<file path="src/rtl/multicycle_ctrl.sv">
// rtl/multicycle_ctrl.sv - multi-cycle MIPS control FSM driving the shared datapath and ALU
module multicycle_ctrl #(
    parameter int OP_W = 6,
    parameter int FN_W = 6
) (
    input  logic            clk,
    input  logic            rst,
    input  logic [OP_W-1:0] Op,
    input  logic [FN_W-1:0] Funct,
    input  logic            Zero,
    output logic            PCWrite,
    output logic            PCWriteCond,
    output logic [1:0]      NPCOp,
    output logic            IRWrite,
    output logic            MemWrite,
    output logic            RegWrite,
    output logic            ALUSrcA,
    output logic [1:0]      ALUSrcB,
    output logic            EXTOp,
    output logic [1:0]      GPRSel,
    output logic [1:0]      WDSel,
    output logic [4:0]      ALUOp,
    output logic [2:0]      state,
    output logic            illegal
);

    localparam logic [4:0] ALUOp_ADDU = 5'd0;
    localparam logic [4:0] ALUOp_SUBU = 5'd1;
    localparam logic [4:0] ALUOp_ADD  = 5'd2;
    localparam logic [4:0] ALUOp_SUB  = 5'd3;
    localparam logic [4:0] ALUOp_SLT  = 5'd4;
    localparam logic [4:0] ALUOp_AND  = 5'd5;
    localparam logic [4:0] ALUOp_OR   = 5'd6;
    localparam logic [4:0] ALUOp_SLL  = 5'd7;
    localparam logic [4:0] ALUOp_SRL  = 5'd8;
    localparam logic [4:0] ALUOp_SRA  = 5'd9;
    localparam logic [4:0] ALUOp_ADDI = 5'd10;
    localparam logic [4:0] ALUOp_SLTI = 5'd11;
    localparam logic [4:0] ALUOp_ORI  = 5'd12;
    localparam logic [4:0] ALUOp_LUI  = 5'd13;
    localparam logic [4:0] ALUOp_EQL  = 5'd14;
    localparam logic [4:0] ALUOp_BNE  = 5'd15;

    localparam logic [OP_W-1:0] OP_RTYPE = OP_W'(6'b000000);
    localparam logic [OP_W-1:0] OP_J     = OP_W'(6'b000010);
    localparam logic [OP_W-1:0] OP_JAL   = OP_W'(6'b000011);
    localparam logic [OP_W-1:0] OP_BEQ   = OP_W'(6'b000100);
    localparam logic [OP_W-1:0] OP_BNE   = OP_W'(6'b000101);
    localparam logic [OP_W-1:0] OP_ADDI  = OP_W'(6'b001000);
    localparam logic [OP_W-1:0] OP_SLTI  = OP_W'(6'b001010);
    localparam logic [OP_W-1:0] OP_ORI   = OP_W'(6'b001101);
    localparam logic [OP_W-1:0] OP_LUI   = OP_W'(6'b001111);
    localparam logic [OP_W-1:0] OP_LW    = OP_W'(6'b100011);
    localparam logic [OP_W-1:0] OP_SW    = OP_W'(6'b101011);

    localparam logic [FN_W-1:0] FN_SLL  = FN_W'(6'b000000);
    localparam logic [FN_W-1:0] FN_SRL  = FN_W'(6'b000010);
    localparam logic [FN_W-1:0] FN_SRA  = FN_W'(6'b000011);
    localparam logic [FN_W-1:0] FN_JR   = FN_W'(6'b001000);
    localparam logic [FN_W-1:0] FN_ADD  = FN_W'(6'b100000);
    localparam logic [FN_W-1:0] FN_ADDU = FN_W'(6'b100001);
    localparam logic [FN_W-1:0] FN_SUB  = FN_W'(6'b100010);
    localparam logic [FN_W-1:0] FN_SUBU = FN_W'(6'b100011);
    localparam logic [FN_W-1:0] FN_AND  = FN_W'(6'b100100);
    localparam logic [FN_W-1:0] FN_OR   = FN_W'(6'b100101);
    localparam logic [FN_W-1:0] FN_SLT  = FN_W'(6'b101010);

    typedef enum logic [2:0] {
        S_IF  = 3'd0,
        S_ID  = 3'd1,
        S_EXE = 3'd2,
        S_MEM = 3'd3,
        S_WB  = 3'd4
    } state_t;

    state_t state_q, state_d;

    logic       is_rtype, is_jr, is_j, is_jal, is_beq, is_bne;
    logic       is_ialu, is_lw, is_sw, legal;
    logic [4:0] r_aluop, i_aluop;
    logic       i_ext;

    // IR holds Op/Funct stable from ID on, so decode stays combinational
    always_comb begin
        is_rtype = 1'b0;
        is_jr    = 1'b0;
        is_j     = 1'b0;
        is_jal   = 1'b0;
        is_beq   = 1'b0;
        is_bne   = 1'b0;
        is_ialu  = 1'b0;
        is_lw    = 1'b0;
        is_sw    = 1'b0;
        r_aluop  = ALUOp_ADDU;
        i_aluop  = ALUOp_ADDU;
        i_ext    = 1'b0;
        case (Op)
            OP_RTYPE: begin
                is_rtype = 1'b1;
                case (Funct)
                    FN_ADDU: r_aluop = ALUOp_ADDU;
                    FN_SUBU: r_aluop = ALUOp_SUBU;
                    FN_ADD:  r_aluop = ALUOp_ADD;
                    FN_SUB:  r_aluop = ALUOp_SUB;
                    FN_SLT:  r_aluop = ALUOp_SLT;
                    FN_AND:  r_aluop = ALUOp_AND;
                    FN_OR:   r_aluop = ALUOp_OR;
                    FN_SLL:  r_aluop = ALUOp_SLL;
                    FN_SRL:  r_aluop = ALUOp_SRL;
                    FN_SRA:  r_aluop = ALUOp_SRA;
                    FN_JR: begin
                        is_rtype = 1'b0;
                        is_jr    = 1'b1;
                    end
                    default: is_rtype = 1'b0;
                endcase
            end
            OP_J:    is_j   = 1'b1;
            OP_JAL:  is_jal = 1'b1;
            OP_BEQ:  is_beq = 1'b1;
            OP_BNE:  is_bne = 1'b1;
            OP_ADDI: begin
                is_ialu = 1'b1;
                i_aluop = ALUOp_ADDI;
                i_ext   = 1'b1;
            end
            OP_SLTI: begin
                is_ialu = 1'b1;
                i_aluop = ALUOp_SLTI;
                i_ext   = 1'b1;
            end
            OP_ORI: begin
                is_ialu = 1'b1;
                i_aluop = ALUOp_ORI;
            end
            OP_LUI: begin
                is_ialu = 1'b1;
                i_aluop = ALUOp_LUI;
            end
            OP_LW:   is_lw = 1'b1;
            OP_SW:   is_sw = 1'b1;
            default: ;
        endcase
    end

    assign legal = is_rtype | is_jr | is_j | is_jal | is_beq | is_bne
                 | is_ialu | is_lw | is_sw;

    always_ff @(posedge clk) begin
        if (rst) begin
            state_q <= S_IF;
        end else begin
            state_q <= state_d;
        end
    end

    always_comb begin
        state_d = S_IF;
        case (state_q)
            S_IF:  state_d = S_ID;
            S_ID:  state_d = (!legal || is_j || is_jal || is_jr) ? S_IF : S_EXE;
            S_EXE: begin
                if (is_beq || is_bne)     state_d = S_IF;
                else if (is_lw || is_sw)  state_d = S_MEM;
                else                      state_d = S_WB;
            end
            S_MEM: state_d = is_lw ? S_WB : S_IF;
            S_WB:  state_d = S_IF;
            default: state_d = S_IF;
        endcase
    end

    assign state = state_q;

    // rst gates outputs so no strobe can leak out while the FSM is being cleared
    always_comb begin
        PCWrite     = 1'b0;
        PCWriteCond = 1'b0;
        NPCOp       = 2'd0;
        IRWrite     = 1'b0;
        MemWrite    = 1'b0;
        RegWrite    = 1'b0;
        ALUSrcA     = 1'b0;
        ALUSrcB     = 2'd0;
        EXTOp       = 1'b0;
        GPRSel      = 2'd0;
        WDSel       = 2'd0;
        ALUOp       = ALUOp_ADDU;
        illegal     = 1'b0;
        if (!rst) begin
            case (state_q)
                S_IF: begin
                    IRWrite = 1'b1;
                    PCWrite = 1'b1;
                    ALUSrcB = 2'd1;
                end
                S_ID: begin
                    ALUSrcB = 2'd2;
                    EXTOp   = 1'b1;
                    if (!legal) begin
                        illegal = 1'b1;
                    end else if (is_j || is_jal) begin
                        PCWrite = 1'b1;
                        NPCOp   = 2'd2;
                        if (is_jal) begin
                            RegWrite = 1'b1;
                            GPRSel   = 2'd2;
                            WDSel    = 2'd2;
                        end
                    end else if (is_jr) begin
                        PCWrite = 1'b1;
                        NPCOp   = 2'd3;
                    end
                end
                S_EXE: begin
                    ALUSrcA = 1'b1;
                    if (is_rtype) begin
                        ALUSrcB = 2'd0;
                        ALUOp   = r_aluop;
                    end else if (is_ialu) begin
                        ALUSrcB = 2'd2;
                        EXTOp   = i_ext;
                        ALUOp   = i_aluop;
                    end else if (is_lw || is_sw) begin
                        ALUSrcB = 2'd2;
                        EXTOp   = 1'b1;
                    end else if (is_beq || is_bne) begin
                        ALUSrcB     = 2'd0;
                        NPCOp       = 2'd1;
                        ALUOp       = is_beq ? ALUOp_EQL : ALUOp_BNE;
                        PCWriteCond = is_beq ? Zero : ~Zero;
                    end
                end
                S_MEM: begin
                    MemWrite = is_sw;
                end
                S_WB: begin
                    RegWrite = 1'b1;
                    GPRSel   = is_rtype ? 2'd1 : 2'd0;
                    WDSel    = is_lw ? 2'd1 : 2'd0;
                end
                default: ;
            endcase
        end
    end

endmodule
</file>
<file path="config.mk">
export PLATFORM = sky130hd
export DESIGN_NAME = multicycle_ctrl
export DESIGN_NICKNAME = d
export VERILOG_FILES = /design/src/rtl/multicycle_ctrl.sv
export SDC_FILE = /design/constraint.sdc
export NUM_CORES = 1
export LEC_CHECK = 0
export BUFFER_PORTS_ARGS = -buffer_cell sky130_fd_sc_hd__buf_2
export CORE_MARGIN = 10
export CORE_UTILIZATION = 35
export DETAILED_ROUTE_END_ITERATION = 7
export HOLD_SLACK_MARGIN = 0.15
export PLACE_DENSITY = 0.63
export SLEW_MARGIN = 20
export SYNTH_ARGS = -nofsm -noshare
export SYNTH_HDL_FRONTEND = slang
export SYNTH_SLANG_ARGS = --single-unit
</file>
<file path="constraint.sdc">
create_clock -name clk -period 3.9 [get_ports clk]
set_input_delay 0.78 -clock clk [delete_from_list [all_inputs] [get_ports clk]]
set_output_delay 0.78 -clock clk [all_outputs]
set_load 0.1 [all_outputs]
</file>
==> Yosys cells after proc, flatten, opt, wreduce, memory -nomap -nowiden <==
Index checks and enable logic that the tools add are counted.
W data, S select, Z words.
{ "word_totals": {"regBits": 3, "word_cells": 128} }
{ "op_classes": {"eq_ne": 24, "muxes": 81, "bitwise_logic": 9, "n_reduce_logical": 13} }
{ "ops": {"columns": ["operator", "n"], "rows": [
  ["$eq A6 B6 Y1 const B", 9],
  ["$mux W1", 47],
  ["$pmux W4 S9", 1],
  ["$eq A6 B4 Y1 const B", 5],
  ["$mux W2", 14],
  ["$eq A6 B2 Y1 const B", 4],
  ["$mux W5", 4],
  ["$pmux W4 S4", 1],
  ["$eq A6 B3 Y1 const B", 2],
  ["$logic_not A6 Y1", 2],
  ["$mux W4", 3],
  ["$pmux W2 S2", 3],
  ["$pmux W3 S4", 1],
  ["$reduce_or A10 Y1", 1],
  ["$mux W3", 3],
  ["$or A1 B1 Y1", 8],
  ["$eq A3 B2 Y1 const B", 2],
  ["$logic_or A1 B1 Y1", 6],
  ["$pmux W1 S2", 3],
  ["$pmux W2 S3", 1],
  ["$reduce_or A4 Y1", 1],
  ["$eq A3 B1 Y1 const B", 1],
  ["$eq A3 B3 Y1 const B", 1],
  ["$logic_not A3 Y1", 1],
  ["3 further kinds", 3]
]} }

==> Depth between registers and ports, before layout <==
Gate-level depths: netlist of the first run.
{ "logic_depth": {"ltp_word": 18, "ltp_mapped": 5} }

==> Worst setup path after synthesis of the first run <==
OpenSTA, ideal clock, no wires.
{ "synth_path": {"path_kind": "register to output", "start": "register state_q[0] (netlist: state[0])", "end": "output port EXTOp", "arrival_time_ps": 6179, "t_required_ps": 3120, "setup_slack_ps": -3059, "stages_incl_launch_ff": 5, "cell_sequence": "dfxtp_1 -> buf_2 -> nand2b_1 -> a21boi_1 -> a2111oi_0"} }
{ "synth_between": {"elab_chain_cells": 3, "elab_cells_between_ends": 4, "cone_classes": "eq/ne (2); mux (2)"} }
{ "synth_lines": {"columns": ["element", "line_no", "text"], "rows": [
  ["start: declaration", "76", "state_t state_q, state_d;"],
  ["start signal: assignment", "153", "state_q <= state_d;"],
  ["$eq A3 B2 Y1 / $eq A3 B1 Y1 (equally long branches)", "191", "case (state_q)"],
  ["$pmux W1 S2 (*)", "191", null],
  ["$mux W1 (*)", "190", "if (!rst) begin"],
  ["end: declaration", "19", "output logic EXTOp,"]
]} }
Mark *: on every way between the ends. The rest lies on a longest branch, timed or not.

==> Worst setup path after layout of the first run <==
{ "layout_path": {"start": "input port Funct[5]", "end": "output port ALUOp[0]"} }
{ "layout_between": {"elab_chain_cells": 7, "elab_cells_between_ends": 18, "cone_classes": "eq/ne (9); mux (7); reduce/logical (2)"} }
{ "layout_lines": {"columns": ["element", "line_no", "text"], "rows": [
  ["start: declaration", "9", "input logic [FN_W-1:0] Funct,"],
  ["$eq A6 B2 Y1 (tied with other cells)", "100", "case (Funct)"],
  ["$reduce_or A10 Y1 (no source line)", null, null],
  ["$mux W1", "100", null],
  ["$mux W1", "97", "case (Op)"],
  ["$mux W5 (*)", "217", "if (is_rtype) begin"],
  ["$mux W5 (*)", "191", null],
  ["$mux W5 (*)", "190", null],
  ["end: declaration", "22", "output logic [4:0] ALUOp,"]
]} }
Marks and branches as above.

==> reports/summary.md, run 1 <==
The commonest register cell after synthesis was sky130_fd_sc_hd__dfxtp_1. The largest total area in the synthesized netlist belongs to sky130_fd_sc_hd__dfxtp_1. For the final database, setup skew stands at 4.940 ps. Worst hold path endpoint: state[2]$_SDFF_PP0_.

The slew at the pin closest to its max-slew limit is 526.3 ps. The run gives 0 as the total overflow reported by the global router. In this run the remaining antenna-violating nets after routing total 0. The fraction of the yosys area taken by sequential cells is 0.07973, and the synthesized instance count is 112. The tools report the Yosys warning count as 0. Maximum vdd drop: 0.1459 mV.

The aggregate global-route resource usage is 0.1099. The die boundary height came out at 66.39 um. The clock passes through at most 2 buffers. Post-detailed-placement cell area: 953.4 sq um.

The run gives 0.553 as the share of power burned in combinational logic. The final cycle utilization of the critical path came out at 0.8223. The commonest cells after synthesis are sky130_fd_sc_hd__nor2_1 (14), sky130_fd_sc_hd__nand2_1 (9), sky130_fd_sc_hd__nor3_1 (8). By area the synthesized netlist is led by sky130_fd_sc_hd__dfxtp_1 (8.0%), sky130_fd_sc_hd__nor2_1 (7.0%), sky130_fd_sc_hd__nor3_1 (5.3%).

At the later pin of the worst-skew pair, clock insertion delay measures 230 ps. The starting utilization of the core area is 0.3762. In this run, post-CTS repair resized a total of 0 instances. Derived from the worst setup path, the maximum achievable clock frequency is 0.3118 GHz.

The startpoint of the most critical setup path was Funct[5]. Together, buffers and inverters on the worst path number 2. The tools report the number of global-route vias before repair as 958.

The portion of synthesized cell area occupied by the leading cell type was 0.07973; the buffer count from post-CTS setup fixing was 0. The number of buffers inserted by port buffering came out at 37. The tools report the beginning of the worst hold path as state[1]$_SDFF_PP0_. The clock transition at the register clock pins on the worst setup and hold paths after CTS was 40 ps; the routability congestion estimate from global placement was 0.8507. Cell class contributing the biggest share of worst-path delay: compound AO/OA/AOI/OAI gates. The flip-flop count of the largest register after layout was 3.

In this run the static leakage power is 0.4187 nW. The routing usage on met2 was 0.1794; the number of cell instances on the worst register-to-register path was 3. For the first-pass GRT wire length, the log shows 4119 um. The power density over the cells was 205.1 nW/um^2; the post-route non-filler standard cell count was 171. Cell with the largest stage delay on the worst path: sky130_fd_sc_hd__buf_2. The first detailed-routing pass took 4 iterations. Most frequent cell on the critical path: sky130_fd_sc_hd__buf_2. The die covers 4408 sq um. The tools report the destination of the worst register-to-register timing path as state[1]$_SDFF_PP0_. The global routing's busiest layer is met2. Entering global routing, the biggest net connects 13 pins. Counting instances, the worst hold path has a depth of 2.

Count of flip-flops with a built-in enable after synthesis: 0. In the post-synthesis netlist, the cell with the most instances is sky130_fd_sc_hd__nor2_1. The count of routing violations after the opening detailed-route iteration is 49, and the final design instance area without fill is 979.7 sq um. For the minimum setup slack among reg-to-reg paths, the log shows 2430 ps. The depth of the critical timing path with buffers and inverters included is 6, and the power share of the sequential group is 0.174.

After legalization and detailed placement, the total HPWL measured 2065 um. Fraction of final layout cells sized beyond drive strength 1: 0.4028. TritonCTS built the clock tree. Net count after synthesis: 127. The worst path needs 3207 ps of the cycle, external delays included.

Buffers inserted to repair hold after CTS numbered 0. The number of H-tree branching levels is 1. STA classifies the critical path startpoint as an input pin. The internal cell power came out at 0.09869 mW. Walking the worst path, the cells encountered are buf_2, or3_4, a21o_1, a2111o_1, a21oi_2, buf_2. The met1 usage in global routing is 0.1356.

Setup repair after global routing left no endpoint under its margin. Setup TNS: 0 ps. Hold is met by 621.3 ps. After detailed routing, the number of remaining DRC violations is 0.

The average detailed-routed wire length per instance works out to 14.44 um. The tools report the total inserted antenna cells as 0. The tools report the global-route track usage on met3 as 0.03559.

The share of synthesized registers carrying an async set or reset is 0. CTS placed an instance of sky130_fd_sc_hd__clkbuf_4 at the clock tree root. The area growth from synthesis to layout is 30.07%.

The max capacitance violation total was 0; the number of distinct standard cells referenced by the synthesized netlist was 47. The cell count after placement came out at 167. Setup violations remaining at the end of the flow were counted as 0. For this run, the slowest stage of the critical path takes 440 ps. The headroom to the max-slew limit is 0.6459, and the net total in the final layout is 160. The initial antenna violation count was 0; the synthesis-stage register bit count was 3. The number of clock sinks seen by CTS is 3. The average instance in the mapped netlist occupies 6.725 sq um. The tools report the combined flip-flop and latch cell area as 60.06 sq um. Across all layers, the routed design uses 955 vias.

The tools report the capturing element type of the critical path as an output port. For the row count, the log shows 16. The die is 66.39 um wide. In this run the worst hold path is classified as flip-flop to flip-flop.

Along the worst path, the maximum fanout reaches 8. The tools report the count of boundary I/O pins as 39. The class of the most critical setup path was input pin to output port. Using the TritonRoute via totals, the vias-per-cell ratio works out to 5.585.

The run finished with clean final reports. The count of pins over their slew limit was 0; the count of fill cells added during filler insertion was 212. Number of buffers added by the clock tree synthesis step: 3.

The cell area after technology mapping was 753.2 sq um. The run gives 2430 ps as the arrival time of the worst setup path. Summing all multi-input logic gate instances after layout gives 666.9 sq um.

The final routed wirelength across all metal layers is 2469 um, and the total core area is 2002 sq um. For the hold violation total from the final report, the log shows 0. The tools report the relative contribution of the clock network to total power as 0.274.

For the worst endpoint required time, the log shows 3120 ps. Summed over all nets, the switching power comes to 0.1022 mW. In this run the critical register-to-register path is launched from state[0]$_SDFF_PP0_. The switching share of power is 0.5088.
-- routing by layer --
layer / up-vias / routed length, um
met2: 46 / 1128
met3: 0 / 235
met5: - / 0
li1: 485 / -
met1: 424 / 1105
met4: 0 / 0
-- power by group through the flow --
| stage | clock network [mW] | registers, mW | logic [mW] |
|---|---|---|---|
| 2_1_floorplan | 0 | 0.0414 | 0.0840 |
| 3_3_place_gp | 0 | 0.0351 | 0.110 |
| 3_5_place_dp | 0 | 0.0354 | 0.111 |
| 4_1_cts | 0.0576 | 0.0348 | 0.111 |
| 5_1_grt | 0.0593 | 0.0351 | 0.119 |
| 6_report | 0.0550 | 0.0349 | 0.111 |
-- cell type report --
class	count	share of cell area
clock buffer	4	0.02682
timing repair buffer	37	0.1890
inverter	2	0.007663
sequential	3	0.06130
multi-input combinational	98	0.6807
tap	27	0.03448
-- metrics by stage --
step / util / total power [mW] / setup WS, ps
6_report: 0.4894 / 0.2009 / 693.2
5_1_grt: 0.4894 / 0.2137 / 601.1
4_1_cts: 0.4894 / 0.2037 / 685.7
3_5_place_dp: 0.4763 / 0.1464 / 687.5
3_3_place_gp: 0.4763 / 0.1451 / 698.1
2_1_floorplan: - / 0.1254 / -367.5
-- kinds of logic (layout without fill, tap and decap cells) --
kind of cell | after synthesis | after routing | synth area share
compound gates | 26 | 26 | 0.2608
other cells | 1 | 1 | 0.004979
buf+inv | 11 | 43 | 0.08472
simple gates | 69 | 69 | 0.5465
xor+xnor | 2 | 2 | 0.02326
flops | 3 | 3 | 0.07974
-- layout by cell type, fill, tap and decap left out, types with 3 or more instances in the layout --
cell type / instances
sky130_fd_sc_hd__nand2b_1: 6
sky130_fd_sc_hd__nor2_1: 12
sky130_fd_sc_hd__nor3_2: 4
sky130_fd_sc_hd__nand2_1: 9
sky130_fd_sc_hd__nand3b_1: 4
sky130_fd_sc_hd__nor3b_1: 5
sky130_fd_sc_hd__or2_2: 3
sky130_fd_sc_hd__nor3_1: 4
sky130_fd_sc_hd__o21a_1: 4
sky130_fd_sc_hd__dfxtp_1: 3
sky130_fd_sc_hd__clkbuf_4: 3
sky130_fd_sc_hd__buf_2: 37
sky130_fd_sc_hd__nand3_1: 3
-- worst max path at each step --
stage	endpoint	slack, ps
global placement	ALUOp[0]	700
global route	illegal	600
detailed placement	ALUOp[0]	690
CTS	ALUOp[0]	690
finish	ALUOp[0]	690
floorplan	PCWrite	-370
-- tightest hold or removal path: cells and delay by family, from the launching register on --
kind	cells	cell delay [ps]
flops	1	380
simple gates	1	140
compound gates	1	50
Power figures use the tool's default switching activity.
==> run 2: changes to the inputs <==
--- a/config.mk
+++ b/config.mk
@@ -5,12 +5,13 @@
 export SDC_FILE = /design/constraint.sdc
 export NUM_CORES = 1
 export LEC_CHECK = 0
+export ABC_AREA = 1
 export BUFFER_PORTS_ARGS = -buffer_cell sky130_fd_sc_hd__buf_2
 export CORE_MARGIN = 10
 export CORE_UTILIZATION = 35
 export DETAILED_ROUTE_END_ITERATION = 7
 export HOLD_SLACK_MARGIN = 0.15
-export PLACE_DENSITY = 0.63
+export PLACE_DENSITY = 0.67
 export SLEW_MARGIN = 20
 export SYNTH_ARGS = -nofsm -noshare
 export SYNTH_HDL_FRONTEND = slang
==> constraint.sdc (replaced) <==
create_clock -name clk -period 2.95 [get_ports clk]
set_input_delay 0.59 -clock clk [delete_from_list [all_inputs] [get_ports clk]]
set_output_delay 0.59 -clock clk [all_outputs]
set_load 0.1 [all_outputs]
==> run 2 against run 1 <==
Register-to-register slack worse by 850 ps. Clock power grew 27%. Non-clock buffer count did not move.
==> reports/summary.md, run 2 <==
The run finished with clean final reports. For the relative contribution of the clock network to total power, the log shows 0.271 (-0.003). For the leakage power, the log shows 0.5864 nW (+40%). Fraction of final layout cells sized beyond drive strength 1: 0.4022 (-0.0005431).

The total setup violations reported at the end of the flow came out at 0 (unchanged). The aggregate global-route resource usage is 0.1070 (-0.002913), and the number of global-route vias before repair is 921 (-3.9%). The die boundary height is 65.50 um (-1.3%), and the maximum number of pins on one net before global-route repair is 7 (-6).

In the layout the commonest cells are sky130_fd_sc_hd__buf_2 (37), sky130_fd_sc_hd__nand2_1 (29), sky130_fd_sc_hd__nor2_1 (27). The fraction of the yosys area taken by sequential cells is 0.08290 (+0.003167). The post-route non-filler standard cell count was 206 (+20%).

By area the synthesized netlist is led by sky130_fd_sc_hd__nor2_1 (18%), sky130_fd_sc_hd__nand2_1 (15%), sky130_fd_sc_hd__inv_1 (12%). The number of H-tree branching levels came out at 1 (unchanged). The path class of the tightest hold or removal check is flip-flop to flip-flop. The switching share of power was 0.5314 (+0.02255). The highest net fanout along the worst path came out at 5 (-3).

The cell count after placement is 202 (+21%), and the power share of the sequential group is 0.172 (-0.002). Cell type with the largest total area after synthesis: sky130_fd_sc_hd__nor2_1. The clock transition at the register clock pins on the worst setup and hold paths after CTS came out at 40 ps (about the same). The number of buffers inserted by port buffering was 37 (unchanged); the number of detailed-route iterations in the first pass was 4 (unchanged). The routability congestion estimate from global placement is 0.7939 (-6.7%).

For the total overflow reported by the global router, the log shows 0 (unchanged). The routed design could run at a clock period as short as 2621 ps. The run gives 0.1375 mW (+34%) as the switching component of the power. STA classifies the critical path startpoint as an input pin. The count of flip-flops with a built-in enable after synthesis is 0 (unchanged), and the first-pass GRT wire length is 3884 um (-5.7%). The run gives 21 (-55%) as the number of distinct standard cells referenced by the synthesized netlist. Layout overhead on the synthesized area: 40.59%.

The logs give 0.3693 (-0.006990) for the starting utilization of the core area and 0 (unchanged) for the post-cts sizing count. The synthesized instance count was 141 (+26%); the post-cts hold buffer count was 0 (unchanged). The library cell with the highest instance count after synthesis is sky130_fd_sc_hd__nor2_1.

The synthesis-stage register bit count works out to 3 (unchanged). Maximum vdd drop: 0.1540 mV (+5.5%). The cell sitting at the root of the clock tree is a sky130_fd_sc_hd__clkbuf_4.

For the core utilization of the finished layout, the log shows 0.5191 (+0.02976). The total inserted antenna cells came out at 0 (unchanged). Hold violation total from the final report: 0 (unchanged). Setup repair after global routing left no endpoint under its margin. The share of synthesized registers carrying an async set or reset came out at 0 (unchanged). The final design instance area without fill is 1018 sq um (+4.0%), and the net total in the final layout is 195 (+22%). The commonest cells after synthesis are sky130_fd_sc_hd__nor2_1 (34), sky130_fd_sc_hd__nand2_1 (29), sky130_fd_sc_hd__inv_1 (24). The count of boundary I/O pins came out at 39 (unchanged).

The run gives 0 (unchanged) as the Yosys warning count. The library cell used most frequently in the layout, excluding fill and tap cells, is sky130_fd_sc_hd__buf_2. The overall die area is 4290 sq um (-2.7%).

The logs give 0.557 (+0.004) for the share of power burned in combinational logic and 992.2 sq um (+4.1%) for the post-detailed-placement cell area. The worst endpoint required time is 2360 ps (-760 ps), and the HPWL reported at the end of detailed placement is 1970 um (-4.6%). The logs give 0 (unchanged) for the post-route antenna net violation count and 230 ps (about the same) for the clock latency at the later pin of the worst-skew pair. The vias per cell came out at 4.680 (-16%). The logs give 2030 ps (-400 ps) for the arrival time of the worst setup path and 964 (+0.94%) for the via count. The count of unresolved DRC violations after routing was 0 (unchanged). The mean instance size in the synthesized netlist was 5.138 sq um (-24%); the initial antenna violation count was 0 (unchanged). The final routed wirelength across all metal layers was 2229 um (-9.7%); the floorplan die width was 65.50 um (-1.3%). The internal cell power was 0.1212 mW (+23%); the net count after synthesis was 156 (+23%).

The run gives 724.4 sq um (-3.8%) as the cell area after technology mapping. STA classifies the critical path endpoint as an output port. The row count is 16 (unchanged).

The average detailed-routed wire length per instance came out at 10.82 um (-25%). The count of pins over their slew limit is 0 (unchanged). The tools report the top achievable clock speed as 0.3815 GHz.

Number of buffers added by the clock tree synthesis step: 3 (unchanged). The buffer count from post-CTS setup fixing is 0 (unchanged). The power density over the cells was 254.0 nW/um^2 (+24%); the max capacitance violation total was 0 (unchanged).

The final setup skew was 4.480 ps (-0.4598 ps). TritonCTS built the clock tree. For the count of routing violations after the opening detailed-route iteration, the log shows 19 (-61%). The worst setup path is of the input pin to output port kind.

The flip-flop count of the largest register after layout is 3 (unchanged). The most used flip-flop cell after synthesis is sky130_fd_sc_hd__dfxtp_1. The number of clock sinks seen by CTS is 3 (unchanged), and the portion of synthesized cell area occupied by the leading cell type is 0.1762 (+0.09643). Final cycle utilization of the critical path: 0.8885. The overall power of the completed layout came out at 0.2587 mW (+29%).

The logs give 1962 sq um (-2.0%) for the total core area and 2 (unchanged) for the number of buffers on the longest clock path.
[run 2: cells by family after synthesis]
| family | after synthesis | share of synthesized area |
|---|---|---|
| other | 1 | 0.005176 |
| AOI/OAI and AO/OA | 10 | 0.07426 |
| and+or+nand+nor | 99 | 0.6701 |
| buffers and inverters | 27 | 0.1554 |
| DFF | 3 | 0.08290 |
| xor gates and xnor gates | 1 | 0.01209 |
[run 2: path summary, 6_finish.rpt]
check / slack [ps] / to / startpoint / cells past startpoint
setup / recovery: 330 / ALUOp[3] / Funct[4] / 11
hold / removal: 630 / state[0]$_SDFF_PP0_ / state[1]$_SDFF_PP0_ / 3
setup reg to reg: 1580 / state[1]$_SDFF_PP0_ / state[1]$_SDFF_PP0_ / 7
hold reg to reg: 630 / state[0]$_SDFF_PP0_ / state[1]$_SDFF_PP0_ / 3
[run 2: per-stage QoR]
| stage | hold slack, ps | setup TNS, ps | setup WS (ps) |
|---|---|---|---|
| floorplan | 653.9 | -364.6 | -128.4 |
| detailed placement | 619.4 | 0 | 334.8 |
| global placement | 622.1 | 0 | 365.5 |
| finish | 634.6 | 0 | 328.8 |
| global route | 655.7 | 0 | 198.2 |
| CTS | 633.0 | 0 | 333.0 |
[run 2: per-layer routing]
metal  vias up  share of wire  track usage
li1        516              -            -
met1       427           0.45       0.1264
met2        21           0.50       0.1817
met3         0          0.051      0.03051
met4         0              0      0.03209
met5         -              0            0
[run 2: worst max-delay path, stage by stage]
cell,delay (ps)
sky130_fd_sc_hd__buf_2,120
sky130_fd_sc_hd__nor2_1,200
sky130_fd_sc_hd__nand3_2,110
sky130_fd_sc_hd__nand2_2,100
sky130_fd_sc_hd__nor2_2,50
sky130_fd_sc_hd__nand2_2,90
sky130_fd_sc_hd__nand2_4,80
sky130_fd_sc_hd__nand2_4,70
sky130_fd_sc_hd__nand2_2,80
sky130_fd_sc_hd__nor2_4,100
sky130_fd_sc_hd__buf_2,420
[run 2: power by group through the flow]
stage               Clock, mW  Sequential, mW  Combinational (mW)
CTS                    0.0728          0.0445               0.145
global route           0.0767          0.0448               0.154
finish                 0.0701          0.0444               0.144
global placement            0          0.0449               0.142
detailed placement          0          0.0451               0.144
floorplan                   0          0.0566               0.102
[run 2: layout make-up]
cell class / count / area, sq um
Inverter: 24 / 90.09
Sequential cell: 3 / 66.31
Tap cell: 27 / 33.78
Clock buffer: 4 / 26.28
Timing Repair Buffer: 37 / 185.2
Fill cell: 240 / 943.4
Multi-Input combinational cell: 111 / 616.8
